## config.mk

```make
export PLATFORM = sky130hd
export DESIGN_NAME = a_rd_cross_ram_buf
export DESIGN_NICKNAME = d
export VERILOG_FILES = /design/src/rtl/a_rd_cross_ram_buf.sv
export SDC_FILE = /design/constraint.sdc
export NUM_CORES = 1
export LEC_CHECK = 0
export ABC_AREA = 1
export BUFFER_PORTS_ARGS = -buffer_cell sky130_fd_sc_hd__buf_2
export CORE_ASPECT_RATIO = 0.8
export CORE_MARGIN = 2
export CORE_UTILIZATION = 58
export CTS_BUF_LIST = sky130_fd_sc_hd__clkbuf_8
export CTS_CLUSTER_SIZE = 14
export DETAILED_ROUTE_END_ITERATION = 16
export GPL_ROUTABILITY_DRIVEN = 0
export PLACE_DENSITY = 0.88
export SLEW_MARGIN = 25
export SYNTH_ARGS = -nofsm -noshare
export SYNTH_HDL_FRONTEND = slang
export SYNTH_SLANG_ARGS = --single-unit
```

## constraint.sdc

```tcl
create_clock -name clk_i -period 4.3 [get_ports clk_i]
set_input_delay 0.86 -clock clk_i [delete_from_list [all_inputs] [get_ports clk_i]]
set_output_delay 0.86 -clock clk_i [all_outputs]
set_load 0.03 [all_outputs]
```

## src/rtl/a_rd_cross_ram_buf.sv

```systemverilog
// a_rd_cross_ram_buf: N-way RAM read-return selector feeding a registered output FIFO.
// Beats from the selected channel are queued; beats arriving while full are counted as drops.
module a_rd_cross_ram_buf #(
    parameter int N        = 4,
    parameter int DW       = 16,
    parameter int DEPTH    = 2,
    parameter int SEL_MODE = 0,
    localparam int CW      = (N > 2) ? N - 1 : 1,
    localparam int SW      = (N > 2) ? $clog2(N) : 1,
    localparam int AW      = $clog2(DEPTH)
) (
    input  logic            clk_i,
    input  logic            rst_n_i,
    input  logic [CW-1:0]   ctrl_i,
    input  logic [N*DW-1:0] data_i,
    input  logic [N-1:0]    dv_i,
    input  logic            clr_i,
    output logic [DW-1:0]   data_o,
    output logic            dv_o,
    input  logic            ready_i,
    output logic            overflow_o,
    output logic [7:0]      drop_cnt_o,
    output logic [SW-1:0]   sel_o
);
    logic [DW-1:0] chan [N];
    logic [DW-1:0] mem_q [DEPTH];
    logic [SW-1:0] psel, bsel, sel, sel_q, sel_d;
    logic          sel_ok, push, pop, full, wr_en, drop;
    logic [AW-1:0] rd_q, rd_d, wr_q, wr_d, rd_nx;
    logic [AW:0]   cnt_q, cnt_d;
    logic [DW-1:0] head_q, head_d, wdata;
    logic          ovf_q, ovf_d;
    logic [7:0]    drop_q, drop_d;

    for (genvar g = 0; g < N; g++) begin : g_chan
        assign chan[g] = data_i[g*DW +: DW];
    end

    // Priority: ascending scan so the highest set bit is the last (winning) assignment.
    always_comb begin
        psel = '0;
        for (int k = 1; k < N; k++)
            if (ctrl_i[k-1]) psel = SW'(k);
    end

    assign bsel   = ctrl_i[SW-1:0];
    assign sel    = (SEL_MODE == 0) ? psel : bsel;
    assign sel_ok = (SEL_MODE == 0) || (32'(bsel) < 32'(N));
    assign wdata  = chan[sel];

    assign dv_o  = cnt_q != '0;
    assign full  = cnt_q == (AW+1)'(DEPTH);
    assign pop   = dv_o && ready_i;
    assign push  = sel_ok && dv_i[sel];
    assign wr_en = push && (!full || pop);
    assign drop  = push && full && !pop;
    assign rd_nx = rd_q + AW'(1);

    // The head is registered so data_o holds its last value once the FIFO drains.
    always_comb begin
        sel_d  = sel_ok ? sel : sel_q;
        rd_d   = pop ? rd_nx : rd_q;
        wr_d   = wr_en ? wr_q + AW'(1) : wr_q;
        cnt_d  = cnt_q + (AW+1)'(wr_en) - (AW+1)'(pop);
        head_d = pop ? ((cnt_q > (AW+1)'(1)) ? mem_q[rd_nx] : (wr_en ? wdata : head_q))
                     : ((!dv_o && wr_en) ? wdata : head_q);
        ovf_d  = clr_i ? 1'b0 : (ovf_q | drop);
        drop_d = clr_i ? 8'd0 : ((drop && drop_q != 8'hFF) ? drop_q + 8'd1 : drop_q);
    end

    always_ff @(posedge clk_i or negedge rst_n_i) begin
        if (!rst_n_i) begin
            sel_q  <= '0;
            rd_q   <= '0;
            wr_q   <= '0;
            cnt_q  <= '0;
            head_q <= '0;
            ovf_q  <= 1'b0;
            drop_q <= 8'd0;
        end else begin
            sel_q  <= sel_d;
            rd_q   <= rd_d;
            wr_q   <= wr_d;
            cnt_q  <= cnt_d;
            head_q <= head_d;
            ovf_q  <= ovf_d;
            drop_q <= drop_d;
        end
    end

    always_ff @(posedge clk_i) begin
        if (wr_en) mem_q[wr_q] <= wdata;
    end

    assign data_o     = head_q;
    assign overflow_o = ovf_q;
    assign drop_cnt_o = drop_q;
    assign sel_o      = sel_q;
endmodule

```

Word-level counts from Yosys, hierarchy flattened
Memory sizes are Yosys's and may differ from the RTL's.
Cells that the tools add are included.

cells by class
  $lt $le $gt $ge = 3
  bitwise operators = 2
  reduce and logical (&&, ||, !) cells = 14
  multiplexer cells = 17
  add/sub/neg operators = 5
  equal/unequal tests = 3

operator list
  operator               number
  $mux W16               6
  $bmux W16 S2           1
  $mux W8                2
  $add A8 B1 Y8 const B  1
  $ne A8 B8 Y1 const B   1
  $logic_and A1 B1 Y1    6
  $reduce_bool A2 Y1     3
  $mux W1                5
  $mux W2                2
  $ge A3 B3 Y1 const B   1
  $logic_not A1 Y1       3
  $lt A2 B3 Y1 const B   1
  $ne A3 B1 Y1 const B   1
  $not A2 Y3             1
  $add A1 B1 Y1 const B  2
  $add A2 B1 Y2          1
  $bmux W1 S2            1
  $eq A2 B2 Y1 const B   1
  $gt A2 B1 Y1 const B   1
  $reduce_and A2 Y1      1
  $sub A2 B1 Y2          1
  $logic_or A1 B1 Y1     1
  $or A1 B1 Y1           1

storage, ports and cells
  register bits after elaboration = 31
  output and inout port bits = 28
  memories = 1
  RAM bits = 32
  bits of input ports = 75

memory list
  name   words  width  read ports  clocked after memory_dff  wr ports  line  text
  mem_q  2      16     1           0                         1         26    logic [DW-1:0] mem_q [DEPTH];

Longest topological paths before layout
Gate-level depths: netlist (run 1).

  depth after elaboration = 10
  mapped depth = 11

Worst setup path before layout (run 1)
No wires, ideal clock.

  path kind = in2reg
  start point = in ctrl_i[1]
  end point = mem mem_q[1][0] (enable)
  library setup time = 388 ps
  stages = 9
  data required time = 3912 ps
  path buffers = 0
  path slack = 1782 ps
  data arrival time = 2130 ps
  cells stage by stage = inv_2 -> nand2_4 -> nand2_4 -> nand2_1 -> nand2_2 -> nand2_2 -> inv_1 -> nand2_1 -> nor2_1

on the way
  cells in the longest elaborated chain, start to end = 7

RTL lines
  item                           line  text
  start: declaration             14    input logic [CW-1:0] ctrl_i,
  $mux W2 (2 in a row)           43    if (ctrl_i[k-1]) psel = SW'(k);
  $bmux W1 S2                    54    assign push = sel_ok && dv_i[sel];
  $mux W1 (not written as such)  54
  $logic_and A1 B1 Y1            55    assign wr_en = push && (!full || pop);
  $mux W1                        92    if (wr_en) mem_q[wr_q] <= wdata;
  $mux W1 (not written as such)  92
  end: declaration               26

No other way between the ends. The select of a mux whose other input is x is not followed.

Worst setup path in the final report (run 1)
  start point = in ctrl_i[1]
  end point = mem mem_q[0][0] (enable)

Same word-level chain as after synthesis.

==> results of run 1 <==
[sequential cells by signal (all words and copies together) (netlist names)]
| name | cells |
|---|---|
| mem_q | 32 |
| overflow_o | 1 |
| rd_q | 1 |
| drop_cnt_o | 8 |
| cnt_q | 2 |
| wr_q | 1 |
| data_o | 16 |
| sel_o | 2 |
[through the flow]
step | utilization, % | total power [mW] | instances | instance area [um^2] | hold slack [ns]
finish | 72.69 | 2.292 | 653 | 4320 | 0.4885
CTS | 72.69 | 2.300 | 653 | 4320 | 0.4935
global placement | 69.33 | 1.737 | 638 | 4120 | 0.4617
floorplan | - | 1.538 | 473 | 3605 | 0.5325
detailed placement | 69.33 | 1.767 | 638 | 4120 | 0.4751
global route | 72.69 | 2.432 | 653 | 4320 | 0.5243
[logic make-up after synthesis]
group,count (synthesis)
xor gates and xnor gates,6
DFF,63
buffers and inverters,101
and+or+nand+nor,279
adders and majority gates,2
AOI/OAI and AO/OA,22
[cell type report]
cell class	instances	area [um^2]
fillers	473	1623
repair buffers	104	525.5
flip-flops and latches	63	1737
multi-input cells	309	1453
clock inverters	6	76.32
inverters	81	304.0
well taps	81	101.3
clock buffers	9	123.9
[cell usage in the layout (no fill, tap or decap), types with 2 or more instances in the layout]
cell type | synthesis | layout
o21bai_1 | 2 | 2
buf_2 | 11 | 102
nand2_2 | 4 | 4
ha_1 | 2 | 2
inv_2 | 3 | 3
nor3b_1 | 2 | 2
clkinv_1 | 0 | 3
or2_2 | 2 | 2
nor3_1 | 3 | 3
nand2_1 | 140 | 140
inv_1 | 78 | 78
buf_4 | 2 | 2
clkbuf_8 | 0 | 9
nor2_1 | 15 | 15
nand3_1 | 103 | 103
xor2_1 | 6 | 6
bufinv_16 | 0 | 2
edfxtp_1 | 32 | 32
a21oi_1 | 2 | 2
dfrtp_1 | 31 | 31
nand4_1 | 2 | 2
o21ai_1 | 15 | 15
nand2_4 | 3 | 3
[worst max-delay path by stage]
stage	endpoint	depth (start not counted)	startpoint	slack, ns
2_1_floorplan	mem_q[1][0]$_DFFE_PP_	9	ctrl_i[1]	1.78
3_3_place_gp	mem_q[0][5]$_DFFE_PP_	11	ctrl_i[1]	1.65
3_5_place_dp	mem_q[0][1]$_DFFE_PP_	11	ctrl_i[1]	1.56
4_1_cts	mem_q[0][15]$_DFFE_PP_	11	ctrl_i[1]	1.91
5_1_grt	mem_q[1][9]$_DFFE_PP_	11	ctrl_i[1]	1.70
6_report	mem_q[0][0]$_DFFE_PP_	11	ctrl_i[1]	1.87
[cells in the mapped netlist]
library cell,count,share of area [%]
nand4_2,1,0.35
buf_2,11,1.5
a21oi_1,2,0.28
nand4_1,2,0.35
nor2_2,1,0.17
dfrtp_1,31,22
o21a_1,1,0.21
o21ai_1,15,2.1
nor2_4,1,0.31
buf_4,2,0.42
inv_1,78,8.1
o21bai_1,2,0.42
o21ai_0,1,0.14
o211ai_1,1,0.21
nor3b_1,2,0.42
clkbuf_1,5,0.52
nand3b_1,1,0.21
or2_2,2,0.35
buf_6,2,0.62
ha_1,2,0.69
nand2_2,4,0.69
nand3_1,103,14
nand2_1,140,15
nor3_1,3,0.42
inv_2,3,0.31
nor2_1,15,1.6
xor2_1,6,1.5
nand2_4,3,0.94
edfxtp_1,32,27
and2_1,1,0.17
[power groups by stage]
stage                     combinational (mW)  sequential [mW]  clock, mW
final                                  0.837            0.927      0.528
after global routing                   0.934            0.945      0.552
after CTS                              0.837            0.926      0.537
after detailed placement               0.832            0.936          0
after global placement                 0.808            0.929          0
after floorplan                        0.477             1.06          0
[critical path, stage by stage]
cell and delay (ns):
buf_2 0.13, inv_2 0.07, nand2_4 0.18, nand2_4 0.33, nand2_1 0.11, nand2_2 0.10, nand2_2 0.08, inv_1 0.07
nand2_1 0.13, nor2_1 0.13, buf_4 0.26
[routing by layer]
metal / global-route usage, % / vias to the layer above
li1: - / 1690
met1: 38.91 / 1453
met2: 37.91 / 177
met3: 3.850 / 14
met4: 8.458 / 0
met5: 0 / -
==> reports/qor.csv, run 1 <==
metric,value,unit
final_layout_size_suffix_gt1_share,22.90,%
intPower,1.396,mW
cts_tree,yes,
cellLeakagePower,2.379,nW
p_sw_share,39.10,%
ctsResizeCount,0,
yosys-mux-area-fraction,0,%
rows,25,
top_layer_used,met4,
final.period_utilization,56.56,%
fin_crit,2.432,ns
maxSlewViolCount,0,
area_growth,19.85,%
setup_viol,0,
drtIter0Drc,285,
die_y,74.51,um
rsz0062_at_grt,no,
power.switching,0.8961,mW
hold_buffers,0,
overflow,0,
vias,3334,
fmaxAchievable,411.2,MHz
io_buffers,102,
r2r_end,drop_cnt_o[7]$_DFFE_PN0P_,
tns,0,ns
grt_max_degree,35,
grtUsageTotal,25.52,%
cts_setup_buffers,0,
synth_fa_ha_area_share,0.6942,%
drt_pass1_iterations,5,
syn_inst,473,
synth_xor_area_share,1.458,%
whs_endpoint,data_o[0]$_DFFE_PN0P_,
status,finished clean,
fin_worst_skew,0.005588,ns
worstHoldPathCells,2,
grt_pass1_wl,13440,um
rrSetupSlack,2.52,ns
crit_type,in2reg,
clk_pin_slew_worst_paths,0.07,ns
num_antenna_cells,0,
coreArea,5943,um^2
routed_via_density,5.106,
critPathLaunchType,primary input,
worst_pin_slew,0.6766,ns
pwr-share-seq,40.4,%
yosys.cell_types.count,30,
routed-wl-met2,3533,um
p_clk_share,23.0,%
seq_area_frac_synth,48.18,%
antenna_found_initial,0,
cts.sinks,63,
setup_ws,1.868,ns
min-delay-start,data_o[0]$_DFFE_PN0P_,
worstPathRequired,4.32,ns
cts_buffers,9,
synth_compound_area_share,3.332,%
syn_avg_cell_area,7.621,um^2
dieArea,6865,um^2
io_pins,103,
cts_root_buffer,clkbuf_8,
synth_nets,550,
critPathArrivalTime,2.45,ns
dp_slack,1.560,ns
combPwrFrac,36.5,%
r2r_start,drop_cnt_o[0]$_DFFE_PN0P_,
ff2ff_path_depth,8,
finalHoldViolations,0,
antenna_left,0,
ys_ff_latch,63,
initial_utilization,60.65,%
clock_latency,0.33,ns
wl,8345,um
max-cap-violations,0,
ir_drop,242.2,uV
critPathMaxFanout,34,
yosys.area_share.simple,34.81,%
dpl.hpwl,6373,um
drc,0,
met3_length,763,um
endpoint_kind,flop,
p_per_area,530.5,nW/um^2
fin_nets,645,
cts_buffer_depth,2,
hold_path_class,reg2reg,
synth_top_family_by_area,simple AND/OR/NAND/NOR gates,
htreeDepth,3,
maxSlewHeadroom,54.89,%
routedWlPerCell,12.78,um
synth_area,3605,um^2
die_w,92.14,um
yosys_warnings,0,
route.layer.met1.wl,3912,um
grt_pass1_vias,2946,
(Power assumes the default switching activity.)
==> run 2: changes to the inputs <==
ABC_AREA = 0   (was 1)
CORE_UTILIZATION = 53   (was 58)
PLACE_DENSITY = 0.82   (was 0.88)
clock period = 2.25 ns   (was 4.3 ns; I/O delays follow)
==> reports/qor.csv, run 2 <==
metric,value,unit,change
endpoint_kind,flop,,unchanged
hold_buffers,0,,unchanged
overflow,0,,unchanged
synth_edf_count,32,,unchanged
ff2ff_path_depth,4,,was 8
synth_nets,366,,was 550
drc,0,,unchanged
hold_path_class,in2async,,was reg2reg
drt_pass1_iterations,4,,was 5
p_per_area,1066,nW/um^2,was 530.5 nW/um^2
met3_length,403,um,was 763 um
final_common_cell,buf_2,,was nand2_1
area_growth,25.24,%,was 19.85%
maxSlewViolCount,0,,unchanged
critPathArrivalTime,2.10,ns,was 2.45 ns
combPwrFrac,37.6,%,was 36.5%
instances_no_fill,483,,was 653
synth_area_leaders,"edfxtp_1, dfrtp_1, mux2i_1",,"was edfxtp_1, dfrtp_1, nand2_1"
placedInstanceArea,3914,um^2,was 4120 um^2
final_cell_mix,"buf_2, mux2i_1, edfxtp_1",,"was nand2_1, nand3_1, buf_2"
grtUsageTotal,21.73,%,was 25.52%
io_pins,103,,unchanged
cellLeakagePower,1.892,nW,was 2.379 nW
clk_pin_slew_worst_paths,0.07,ns,about the same
fin_worst_skew,0.004707,ns,was 0.005588 ns
htreeDepth,3,,unchanged
synth_area,3292,um^2,was 3605 um^2
grt_max_degree,34,,was 35
seq_area_frac_synth,52.76,%,was 48.18%
routed-wl-met2,3201,um,was 3533 um
routed_via_density,5.325,,was 5.106
async_reset_ff_share,49.21,%,unchanged
rrSetupSlack,0.41,ns,was 2.52 ns
cts_setup_buffers,0,,unchanged
yosysMostFrequentCell,mux2i_1,,was nand2_1
final.period_utilization,81.81,%,
ys_ff_latch,63,,unchanged
wl,7099,um,was 8345 um
synthFlopType,edfxtp_1,,unchanged
vias,2572,,"was 3,334"
fmaxAchievable,543.3,MHz,
antenna_left,0,,unchanged
yosys_warnings,0,,unchanged
yosys-top-cells-count,"mux2i_1, edfxtp_1, dfrtp_1, inv_1, o21ai_0",,"was nand2_1, nand3_1, inv_1, edfxtp_1, dfrtp_1"
routedWlPerCell,14.70,um,was 12.78 um
dpl.hpwl,5214,um,was 6373 um
r2r_end,drop_cnt_o[4]$_DFFE_PN0P_,,was drop_cnt_o[7]$_DFFE_PN0P_
ctsResizeCount,0,,unchanged
num_antenna_cells,0,,unchanged
io_buffers,102,,unchanged
rsz0062_at_grt,no,,unchanged
syn_inst,289,,was 473
power.switching,1.577,mW,was 0.8961 mW
max-cap-violations,0,,unchanged
die_w,92.12,um,was 92.14 um
grt_pass1_wl,11310,um,"was 13,440 um"
stdcell_area,4123,um^2,was 4320 um^2
antenna_found_initial,0,,unchanged
cts_tree,yes,,unchanged
crit_type,reg2reg,,was in2reg
grt_pass1_vias,2436,,"was 2,946"
critPathLaunchType,flop,,was primary input
rows,25,,unchanged
cts_root_buffer,clkbuf_8,,unchanged
r2r_start,cnt_q[1]$_DFF_PN0_,,was drop_cnt_o[0]$_DFFE_PN0P_
multi_input_area,1396,um^2,was 1453 um^2
clock_latency,0.33,ns,about the same
route.layer.met1.wl,3434,um,was 3912 um
status,finished clean,,unchanged
pwr-share-seq,39.5,%,was 40.4%
seqCellArea,1737,um^2,unchanged
fin_nets,474,,was 645
initial_utilization,55.39,%,was 60.65%
largest_reg_flops,32,,unchanged
worstPathRequired,2.51,ns,was 4.32 ns
finalHoldViolations,0,,unchanged
fin_crit,1.841,ns,
ir_drop,380.6,uV,was 242.2 uV
dp_cells,467,,was 638
yosys.cell_types.count,40,,was 30
synth.top_cell.area_share,29.19,%,was 26.66%
startpoint,cnt_q[1]$_DFF_PN0_,,was ctrl_i[1]
maxSlewHeadroom,51.59,%,was 54.89%
cts_buffer_depth,2,,unchanged
intPower,2.817,mW,was 1.396 mW
cts_buffers,9,,unchanged
p_clk_share,22.9,%,was 23.0%
drtIter0Drc,117,,was 285
worst_pin_slew,0.7262,ns,was 0.6766 ns
cts.sinks,63,,unchanged
final_layout_size_suffix_gt1_share,33.83,%,was 22.90%
setup_viol,0,,unchanged
regMostFlops,mem_q,,unchanged
syn_avg_cell_area,11.39,um^2,was 7.621 um^2
fillers,450,,was 473
die_y,74.49,um,was 74.51 um
setup.worst_path.end,drop_cnt_o[4]$_DFFE_PN0P_,,was mem_q[0][0]$_DFFE_PP_
p_sw_share,35.89,%,was 39.10%
post-synth-top-area-cell,edfxtp_1,,unchanged
top_layer_used,met4,,unchanged
critPathMaxFanout,9,,was 34
coreArea,5943,um^2,unchanged
dieArea,6862,um^2,was 6865 um^2
-- run 2: cell types whose count changed in the layout (fill, tap and decap cells not counted), moves of 14 or more --
cell | previous run | this run
a211oi_1 | 0 | 16
nor3b_1 | 2 | 17
nor2b_1 | 0 | 17
o21ai_1 | 15 | 1
mux2i_1 | 0 | 49
o21ai_0 | 1 | 19
nand3_1 | 103 | 3
inv_1 | 78 | 22
nand2_1 | 140 | 18
-- run 2: worst min path at each step --
| stage | start | endpoint | slack (ns) | cells past startpoint |
|---|---|---|---|---|
| 6_report | rst_n_i | drop_cnt_o[3]$_DFFE_PN0P_ | 0.17 | 1 |
| 5_1_grt | rst_n_i | drop_cnt_o[5]$_DFFE_PN0P_ | 0.22 | 1 |
| 4_1_cts | rst_n_i | drop_cnt_o[5]$_DFFE_PN0P_ | 0.18 | 1 |
| 3_5_place_dp | overflow_o$_DFF_PN0_ | overflow_o$_DFF_PN0_ | 0.49 | 2 |
| 3_3_place_gp | overflow_o$_DFF_PN0_ | overflow_o$_DFF_PN0_ | 0.49 | 2 |
| 2_1_floorplan | rst_n_i | cnt_q[0]$_DFF_PN0_ | 0.15 | 0 |
-- run 2: critical path, cell delays in order, from the launching register on --
cell     delay [ns]
dfrtp_1        0.46
nor3b_4        0.42
o21ai_1        0.24
or4_1          0.50
a21oi_1        0.15
-- run 2: logic make-up after synthesis --
kind of cell / synth area share, %
multiplexers: 14.90
AO/OA/AOI/OAI: 11.17
buffers and inverters: 5.017
AND/OR/NAND/NOR: 14.06
adder cells (fa/ha/maj): 0.7600
XOR/XNOR: 1.331
flip-flops: 52.76
-- run 2: per-layer routing --
metal  vias to the layer above  GRT usage, %
li1                       1266             -
met1                      1210         30.58
met2                        90         33.01
met3                         6         5.674
met4                         0         8.292
met5                         -             0
-- run 2: per-stage QoR --
step | total power, mW | hold slack [ns] | util [%] | setup TNS (ns) | setup WS (ns)
3_3_place_gp | 3.363 | 0.4921 | 65.85 | 0 | 0.2955
4_1_cts | 4.432 | 0.1816 | 69.37 | 0 | 0.4094
2_1_floorplan | 2.941 | 0.1544 | - | -1.311 | -0.08194
5_1_grt | 4.655 | 0.2231 | 69.37 | 0 | 0.2552
3_5_place_dp | 3.415 | 0.4940 | 65.85 | 0 | 0.2621
6_report | 4.394 | 0.1669 | 69.37 | 0 | 0.4093
-- run 2: cell type report --
cell class	instances	area share (%)
flip-flops and latches	63	42.12
multi-input cells	188	33.87
repair buffers	114	14.57
clock buffers	12	4.006
well taps	81	2.458
inverters	21	1.912
clock inverters	4	1.062
-- run 2: power groups by stage --
stage               sequential (mW)  combinational [mW]  clock (mW)
floorplan                      2.04               0.898           0
global placement               1.75                1.61           0
detailed placement             1.76                1.66           0
CTS                            1.74                1.67        1.03
global route                   1.78                1.80        1.08
finish                         1.74                1.65        1.01
==> run 3: changes to the inputs <==
clock period = 1.9 ns   (was 2.25 ns; I/O delays follow)
==> reports/qor.csv, run 3 (synthesized netlist as in run 2, its figures left out) <==
metric,value,unit,change
area_growth,29.65,%,was 25.24%
initial_utilization,55.39,%,unchanged
rsz0062_at_grt,no,,unchanged
rows,25,,unchanged
io_buffers,102,,unchanged
cp.buffers_inverters,0,,unchanged
io_pins,103,,unchanged
drtIter0Drc,192,,was 117
finalCoreUtilization,71.81,%,was 69.37%
ir_drop,487.9,uV,was 380.6 uV
status,finished clean,,unchanged
cts_root_buffer,clkbuf_8,,unchanged
fin_worst_skew,0.007427,ns,was 0.004707 ns
dieArea,6862,um^2,unchanged
routedWlPerCell,15.81,um,was 14.70 um
grt_max_degree,34,,unchanged
overflow,0,,unchanged
final.period_utilization,97.54,%,was 81.81%
die_w,92.12,um,unchanged
antenna_left,0,,unchanged
path_delay_family,simple AND/OR/NAND/NOR gates,,unchanged
r2r_start,cnt_q[0]$_DFF_PN0_,,was cnt_q[1]$_DFF_PN0_
cts_buffers,9,,unchanged
antenna_found_initial,0,,unchanged
worstPathRequired,2.12,ns,was 2.51 ns
use_met2,39.54,%,was 33.01%
max-cap-violations,0,,unchanged
fin_crit,1.853,ns,was 1.841 ns
grt-busiest-layer,met2,,unchanged
regMostFlops,mem_q,,unchanged
final_common_cell,buf_2,,unchanged
clk_pin_slew_worst_paths,0.08,ns,was 0.07 ns
vias,2707,,"was 2,572"
drc,0,,unchanged
critPathMaxFanout,3,,was 9
grt_pass1_vias,2609,,"was 2,436"
largest_reg_flops,32,,unchanged
endpoint_kind,flop,,unchanged
setup_viol,0,,unchanged
grt_pass1_wl,12410,um,"was 11,310 um"
cts_tree,yes,,unchanged
path_cells,or2_2 > and2_1 > ha_1 > nor3_1 > xnor2_1,,was nor3b_4 > o21ai_1 > or4_1 > a21oi_1
htreeDepth,3,,unchanged
critPathLaunchType,flop,,unchanged
maxSlewHeadroom,51.90,%,was 51.59%
pwr-share-seq,37.5,%,was 39.5%
p_sw_share,36.44,%,was 35.89%
critPathArrivalTime,2.07,ns,was 2.10 ns
cellLeakagePower,1.953,nW,was 1.892 nW
cpMaxStageDelayCell,dfrtp_1,,was or4_1
p_per_area,1277,nW/um^2,was 1066 nW/um^2
fmaxAchievable,539.6,MHz,was 543.3 MHz
power.switching,1.986,mW,was 1.577 mW
critPathMaxStageDelay,0.42,ns,was 0.50 ns
drt_pass1_iterations,5,,was 4
combPwrFrac,38.8,%,was 37.6%
die_y,74.49,um,unchanged
tns,0,ns,unchanged
clock_latency,0.34,ns,was 0.33 ns
startpoint,cnt_q[0]$_DFF_PN0_,,was cnt_q[1]$_DFF_PN0_
ctsResizeCount,0,,unchanged
gr-usage-met3,4.863,%,was 5.674%
final_layout_size_suffix_gt1_share,36.23,%,was 33.83%
num_antenna_cells,0,,unchanged
maxSlewViolCount,0,,unchanged
worst_pin_slew,0.7215,ns,was 0.7262 ns
final_cell_mix,"buf_2, mux2i_1, edfxtp_1",,unchanged
coreArea,5943,um^2,unchanged
cts_setup_buffers,0,,unchanged
p_clk_share,23.6,%,was 22.9%
wl,7826,um,was 7099 um
fin_nets,486,,was 474
finalHoldViolations,0,,unchanged
hold_buffers,0,,unchanged
cts_buffer_depth,2,,unchanged
intPower,3.463,mW,was 2.817 mW
cts.sinks,63,,unchanged
grtUsageTotal,23.64,%,was 21.73%
crit_type,reg2reg,,unchanged
routed_via_density,5.469,,was 5.325
dpl.hpwl,5737,um,was 5214 um
use_met1,31.76,%,was 30.58%
hold_path_class,in2async,,unchanged
-- run 3: cell count changes in the layout (fill, tap and decap cells not counted), moves of 2 or more --
cell        change
buf_12          +2
buf_4          +10
clkbuf_8        -3
clkinvlp_4      +3
-- run 3: per-stage QoR --
step | power [mW] | hold slack (ns) | std cells | cell area, um^2 | setup slack, ns
floorplan | 3.504 | 0.08441 | 289 | 3337 | -0.1066
global placement | 4.094 | 0.4647 | 479 | 4048 | 0.02929
detailed placement | 4.188 | 0.4822 | 479 | 4048 | -0.03780
CTS | 5.481 | 0.1155 | 495 | 4268 | 0.05635
global route | 5.740 | 0.1544 | 495 | 4268 | 0.008424
finish | 5.448 | 0.09479 | 495 | 4268 | 0.04671
-- run 3: path summary, 6_finish.rpt --
| path | to | slack (ns) | cells past startpoint |
|---|---|---|---|
| setup / recovery | cnt_q[1]$_DFF_PN0_ | 0.05 | 5 |
| hold / removal | data_o[6]$_DFFE_PN0P_ | 0.09 | 1 |
| setup reg to reg | cnt_q[1]$_DFF_PN0_ | 0.05 | 5 |
| hold reg to reg | overflow_o$_DFF_PN0_ | 0.49 | 2 |
| max in group asynchronous | drop_cnt_o[2]$_DFFE_PN0P_ | 1.35 | 1 |
| min in group clk_i | drop_cnt_o[0]$_DFFE_PN0P_ | 0.32 | 2 |
-- run 3: power by group through the flow --
stage	clock, mW	combinational, mW	sequential [mW]
2_1_floorplan	0	1.08	2.42
3_3_place_gp	0	2.04	2.05
3_5_place_dp	0	2.11	2.07
4_1_cts	1.30	2.13	2.05
5_1_grt	1.36	2.29	2.09
6_report	1.29	2.12	2.05
-- run 3: layout make-up --
| class | count | area, um^2 |
|---|---|---|
| flip-flops and latches | 63 | 1737 |
| repair buffers | 126 | 715.7 |
| clock inverters | 7 | 96.34 |
| fillers | 404 | 1675 |
| inverters | 21 | 78.83 |
| clock buffers | 9 | 123.9 |
| well taps | 81 | 101.3 |
| multi-input cells | 188 | 1415 |
-- run 3: metal layers --
metal  share of wire (%)  vias to the layer above
met3                 7.4                        6
met2                  48                      131
met4                0.63                        0
met5                   0                        -
li1                    -                     1292
met1                  44                     1278
